===== config.mk =====
export PLATFORM = sky130hd
export DESIGN_NAME = iir_out_buffer
export DESIGN_NICKNAME = d
export VERILOG_FILES = /design/src/rtl/iir_pkg.sv /design/src/rtl/iir_buf_ram.sv /design/src/rtl/iir_out_buffer.sv
export SDC_FILE = /design/constraint.sdc
export NUM_CORES = 1
export LEC_CHECK = 0
export CORE_ASPECT_RATIO = 1.2
export CORE_UTILIZATION = 58
export CTS_BUF_LIST = sky130_fd_sc_hd__clkbuf_2
export CTS_CLUSTER_DIAMETER = 200
export CTS_CLUSTER_SIZE = 12
export DETAILED_ROUTE_END_ITERATION = 8
export PLACE_DENSITY = 0.81
export SYNTH_ARGS = -nofsm -noshare
export SYNTH_HDL_FRONTEND = slang
export SYNTH_SLANG_ARGS = --single-unit

===== constraint.sdc =====
create_clock -name CLK -period 3.4 [get_ports CLK]
set_input_delay 1.02 -clock CLK [delete_from_list [all_inputs] [get_ports CLK]]
set_output_delay 1.02 -clock CLK [all_outputs]
set_load 0.01 [all_outputs]

===== src/rtl/iir_pkg.sv =====
// Shared sample definitions for the IIR filter datapath and its output stages.
package iir_pkg;
    localparam int SAMPLE_W = 12;
    typedef logic [SAMPLE_W-1:0] sample_t;
endpackage


===== src/rtl/iir_buf_ram.sv =====
// Register-array storage for the output buffer: one synchronous write port, one async read port.
module iir_buf_ram
    import iir_pkg::*;
#(
    parameter int WIDTH = SAMPLE_W,
    parameter int DEPTH = 8,
    parameter int AW    = $clog2(DEPTH)
) (
    input  logic             i_clk,
    input  logic             i_we,
    input  logic [AW-1:0]    i_waddr,
    input  logic [WIDTH-1:0] i_wdata,
    input  logic [AW-1:0]    i_raddr,
    output logic [WIDTH-1:0] o_rdata
);

    logic [WIDTH-1:0] r_mem [DEPTH];

    // Contents are intentionally not reset; nothing reads them while the buffer is empty.
    always_ff @(posedge i_clk) begin
        if (i_we) begin
            r_mem[i_waddr] <= i_wdata;
        end
    end

    assign o_rdata = r_mem[i_raddr];

endmodule


===== src/rtl/iir_out_buffer.sv =====
// First-word-fall-through output FIFO behind IIR_filter with a valid/ready consumer port,
// fill level, sticky overflow flag and delivered-sample counter.
module iir_out_buffer
    import iir_pkg::*;
#(
    parameter int WIDTH = SAMPLE_W,
    parameter int DEPTH = 8,
    parameter int CNT_W = 16
) (
    input  logic                     CLK,
    input  logic                     RST,
    input  logic [WIDTH-1:0]         DIN,
    input  logic                     VIN,
    input  logic                     READY,
    input  logic                     CLR_OVF,
    output logic [WIDTH-1:0]         DOUT,
    output logic                     VOUT,
    output logic                     FULL,
    output logic                     EMPTY,
    output logic [$clog2(DEPTH):0]   LEVEL,
    output logic                     OVF,
    output logic [CNT_W-1:0]         SAMPLE_CNT
);

    localparam int AW = $clog2(DEPTH);
    localparam int LW = AW + 1;

    logic [AW-1:0]    r_wptr;
    logic [AW-1:0]    r_rptr;
    logic [LW-1:0]    r_level;
    logic             r_ovf;
    logic [CNT_W-1:0] r_cnt;

    logic             w_full;
    logic             w_empty;
    logic             w_pop;
    logic             w_push;
    logic             w_drop;
    logic [WIDTH-1:0] w_rdata;

    // Status is decoded only from r_level so VIN/READY never reach the outputs combinationally.
    assign w_full  = (r_level == LW'(DEPTH));
    assign w_empty = (r_level == '0);
    assign w_pop   = !w_empty && READY;
    assign w_push  = VIN && (!w_full || w_pop);
    assign w_drop  = VIN && w_full && !w_pop;

    iir_buf_ram #(
        .WIDTH (WIDTH),
        .DEPTH (DEPTH),
        .AW    (AW)
    ) u_ram (
        .i_clk   (CLK),
        .i_we    (w_push),
        .i_waddr (r_wptr),
        .i_wdata (DIN),
        .i_raddr (r_rptr),
        .o_rdata (w_rdata)
    );

    // DEPTH is a power of two, so pointer wrap is the natural rollover of an AW-bit counter.
    always_ff @(posedge CLK or posedge RST) begin
        if (RST) begin
            r_wptr  <= '0;
            r_rptr  <= '0;
            r_level <= '0;
            r_cnt   <= '0;
        end else begin
            if (w_push) begin
                r_wptr <= r_wptr + 1'b1;
            end
            if (w_pop) begin
                r_rptr <= r_rptr + 1'b1;
                r_cnt  <= r_cnt + 1'b1;
            end
            case ({w_push, w_pop})
                2'b10:   r_level <= r_level + 1'b1;
                2'b01:   r_level <= r_level - 1'b1;
                default: r_level <= r_level;
            endcase
        end
    end

    // A drop in the same cycle as CLR_OVF must leave the flag set.
    always_ff @(posedge CLK or posedge RST) begin
        if (RST) begin
            r_ovf <= 1'b0;
        end else if (w_drop) begin
            r_ovf <= 1'b1;
        end else if (CLR_OVF) begin
            r_ovf <= 1'b0;
        end
    end

    assign DOUT       = w_empty ? '0 : w_rdata;
    assign VOUT       = !w_empty;
    assign FULL       = w_full;
    assign EMPTY      = w_empty;
    assign LEVEL      = r_level;
    assign OVF        = r_ovf;
    assign SAMPLE_CNT = r_cnt;

endmodule


==> results_dict.tcl <==
set metrics [dict create \
    status "finished clean" \
    critPathSlowestCell "mux4_2" \
    clk_pin_slew_ns 0.18 \
    drive_gt1_share_pct 26.0 \
    rsz0062_at_grt "false" \
    diodes 0 \
    fin_cells 499 \
    io_pins 53 \
    first_pass_iters 4 \
    start_util_pct 60.8 \
    grt_first_pass_wirelength_um 14900 \
    cts_made_buffers 17 \
    synthSimpleGateAreaFrac_pct 6.99 \
    yosys-top-cells-area "edfxtp_1 (57%), dfrtp_1 (13%), mux4_2 (11%)" \
    startpoint_type "flop" \
    setup_viol 0 \
    dpl.cell_count 460 \
    antenna_found_initial 0 \
    ctsHtreeMaxLevel 4 \
    die_area_um2 9020 \
    vias 2813 \
    worstPathArrival_ns 2.23 \
    critPathBufInv 3 \
    yosys-top-cells-count "edfxtp_1 (96), dfrtp_1 (27), mux4_2 (24), nand2_1 (22), nor2_1 (21)" \
    finClkSkew_ns 0.0239 \
    grt_max_degree 28 \
    io_buffers 52 \
    synth_compound_area_share_pct 2.10 \
    root_buffer "clkbuf_2" \
    drc 0 \
    routed_wl_um 9660 \
    ir_drop_v 0.000468 \
    fp.dieH_um 104 \
    avgSynthCellArea_um2 17.2 \
    coreArea_um2 8240 \
    finalNetCount 393 \
    hold_viol_final 0 \
    routedWlPerCell_um 19.4 \
    ys_async_sr_fraction_pct 22.0 \
    end_kind "output port" \
    yosys.area_share.adder_pct 0.998 \
    hold_path.class "flop to flop" \
    crit_family "multiplexers" \
    synthMostInstantiatedCell "edfxtp_1" \
    critical_path.max_fanout 6 \
    clock-sinks 123 \
    maxSlewHeadroom_pct 65.1 \
    p_per_area_nw_per_um2 804 \
    gp_congestion 0.757 \
    synth_xor_area_share_pct 3.84 \
    drv_slew 0 \
    grt_remaining_overflow 0 \
    clock_path_buffers 2 \
    fin_tns_setup_ns 0 \
    die_x_um 86.9 \
    yosysWarnings 0 \
    drt-initial-drc-count 148 \
    gr-usage-all-layers_pct 23.5 \
    leakagePower_nw 2.25 \
    yosysSeqAreaShare_pct 71.0 \
    min_period_over_period_pct 95.5 \
    ys.flop_type "edfxtp_1" \
    cts_tree "yes" \
    rows 36 \
    synth_top_family_by_area "multiplexers" \
    dpl.hpwl_um 5480 \
    cap_violations 0 \
    netlist.area_leader.share_pct 57.5 \
    clk_latency_ns 0.66 \
    yosysTopAreaCell "edfxtp_1" \
    synthCells 291 \
    required_ns 2.38 \
    ctsHoldBuffers 0 \
    synth-edff-count 96 \
    via_per_inst 5.64 \
    crit_chain "buf_6 > buf_12 > mux4_2 > mux2i_1 > nor2_1 > clkbuf_2" \
    area_growth_pct 22.0 \
    ant_nets 0 \
    grt_pass1_vias 2843 \
    critPathKind "flop to output port" \
    synth.area.mux_share_pct 13.4 \
    syn-num-nets 312 \
    max_freq_mhz 308 \
    tightest_slew_ns 0.521 \
    syn_area_um2 5010 \
    synth_cell_types 35 \
    slowest_delay_ns 0.51 \
    ys_seq_elements 123 \
    fin_crit_ns 3.25 \
]
==> final cells by class <==
class                           count  area, um2
Sequential cell                   123       3560
Timing Repair Buffer               77        746
Clock inverter                     15        188
Clock buffer                       17       85.1
Fill cell                         499       2120
Multi-Input combinational cell    149       1380
Inverter                            4       15.0
Tap cell                          114        143
==> metal layers <==
metal / routed length [um] / part of all wire, % / up-vias / track usage [%]
li1: - / - / 1286 / -
met1: 3850 / 40 / 1423 / 30.1
met2: 5070 / 52 / 92 / 37.5
met3: 590 / 6.1 / 12 / 7.94
met4: 147 / 1.5 / 0 / 8.33
met5: 0 / 0 / - / 0
==> timing repair <==
item	CTS	global route
cloned	2	1
setup endpoints to repair	13	13
gates resized for setup	42	12
buffers inserted	4	1
==> sequential cells by signal (all words and copies together) (netlist names) <==
| register | flops |
|---|---|
| u_ram.r_mem | 96 |
| OVF | 1 |
| r_wptr | 3 |
| r_rptr | 3 |
| SAMPLE_CNT | 16 |
| LEVEL | 4 |
==> metrics by stage <==
stage	hold WS, ns	setup slack, ns	utilization [%]	power (mW)	area, um2
global placement	0.462	0.388	70.2	3.87	5780
CTS	0.494	0.000524	74.4	4.96	6130
floorplan	0.457	0.566	-	3.14	5010
finish	0.488	0.152	74.2	4.92	6120
detailed placement	0.472	0.264	70.2	3.92	5780
global route	0.508	0.0126	74.2	5.18	6120
==> path summary, 6_finish.rpt <==
check,start,end,slack [ns],cells after the start
max,r_rptr[1],DOUT[9],0.15,6
min in group asynchronous,RST,LEVEL[0],0.70,3
max reg2reg,LEVEL[0],LEVEL[2],1.06,9
min,SAMPLE_CNT[15],SAMPLE_CNT[15],0.49,1
min reg2reg,SAMPLE_CNT[15],SAMPLE_CNT[15],0.49,1
max in group asynchronous,RST,r_rptr[1],2.43,3
==> logic make-up (layout without fill, tap and decap cells) <==
logic type,after synthesis,in the layout
AO/OA/AOI/OAI,13,13
buffers and inverters,19,113
flip-flops,123,123
XOR/XNOR,22,22
multiplexers,37,37
adder cells (fa/ha/maj),4,4
AND/OR/NAND/NOR,73,73
==> layout by cell type (no fill, tap or decap), types with 4 or more instances in the layout <==
cell type	n
buf_12	4
xnor2_1	18
nand2_1	22
xor2_1	4
mux2i_1	13
clkdlybuf4s50_1	39
nand3_1	5
mux4_2	24
inv_1	4
nand2b_1	4
inv_6	5
o21ai_0	4
ha_1	4
nand4_1	4
clkbuf_2	21
dfrtp_1	25
nor2_1	21
edfxtp_1	96
buf_4	16
buf_2	8
==> power breakdown <==
group          total (mW)  switching [mW]  internal [mW]
logic                1.87           0.899          0.967
registers            2.05           0.161           1.89
clock network        1.00           0.580          0.423
total                4.92            1.64           3.28
(Power assumes the default switching activity.)
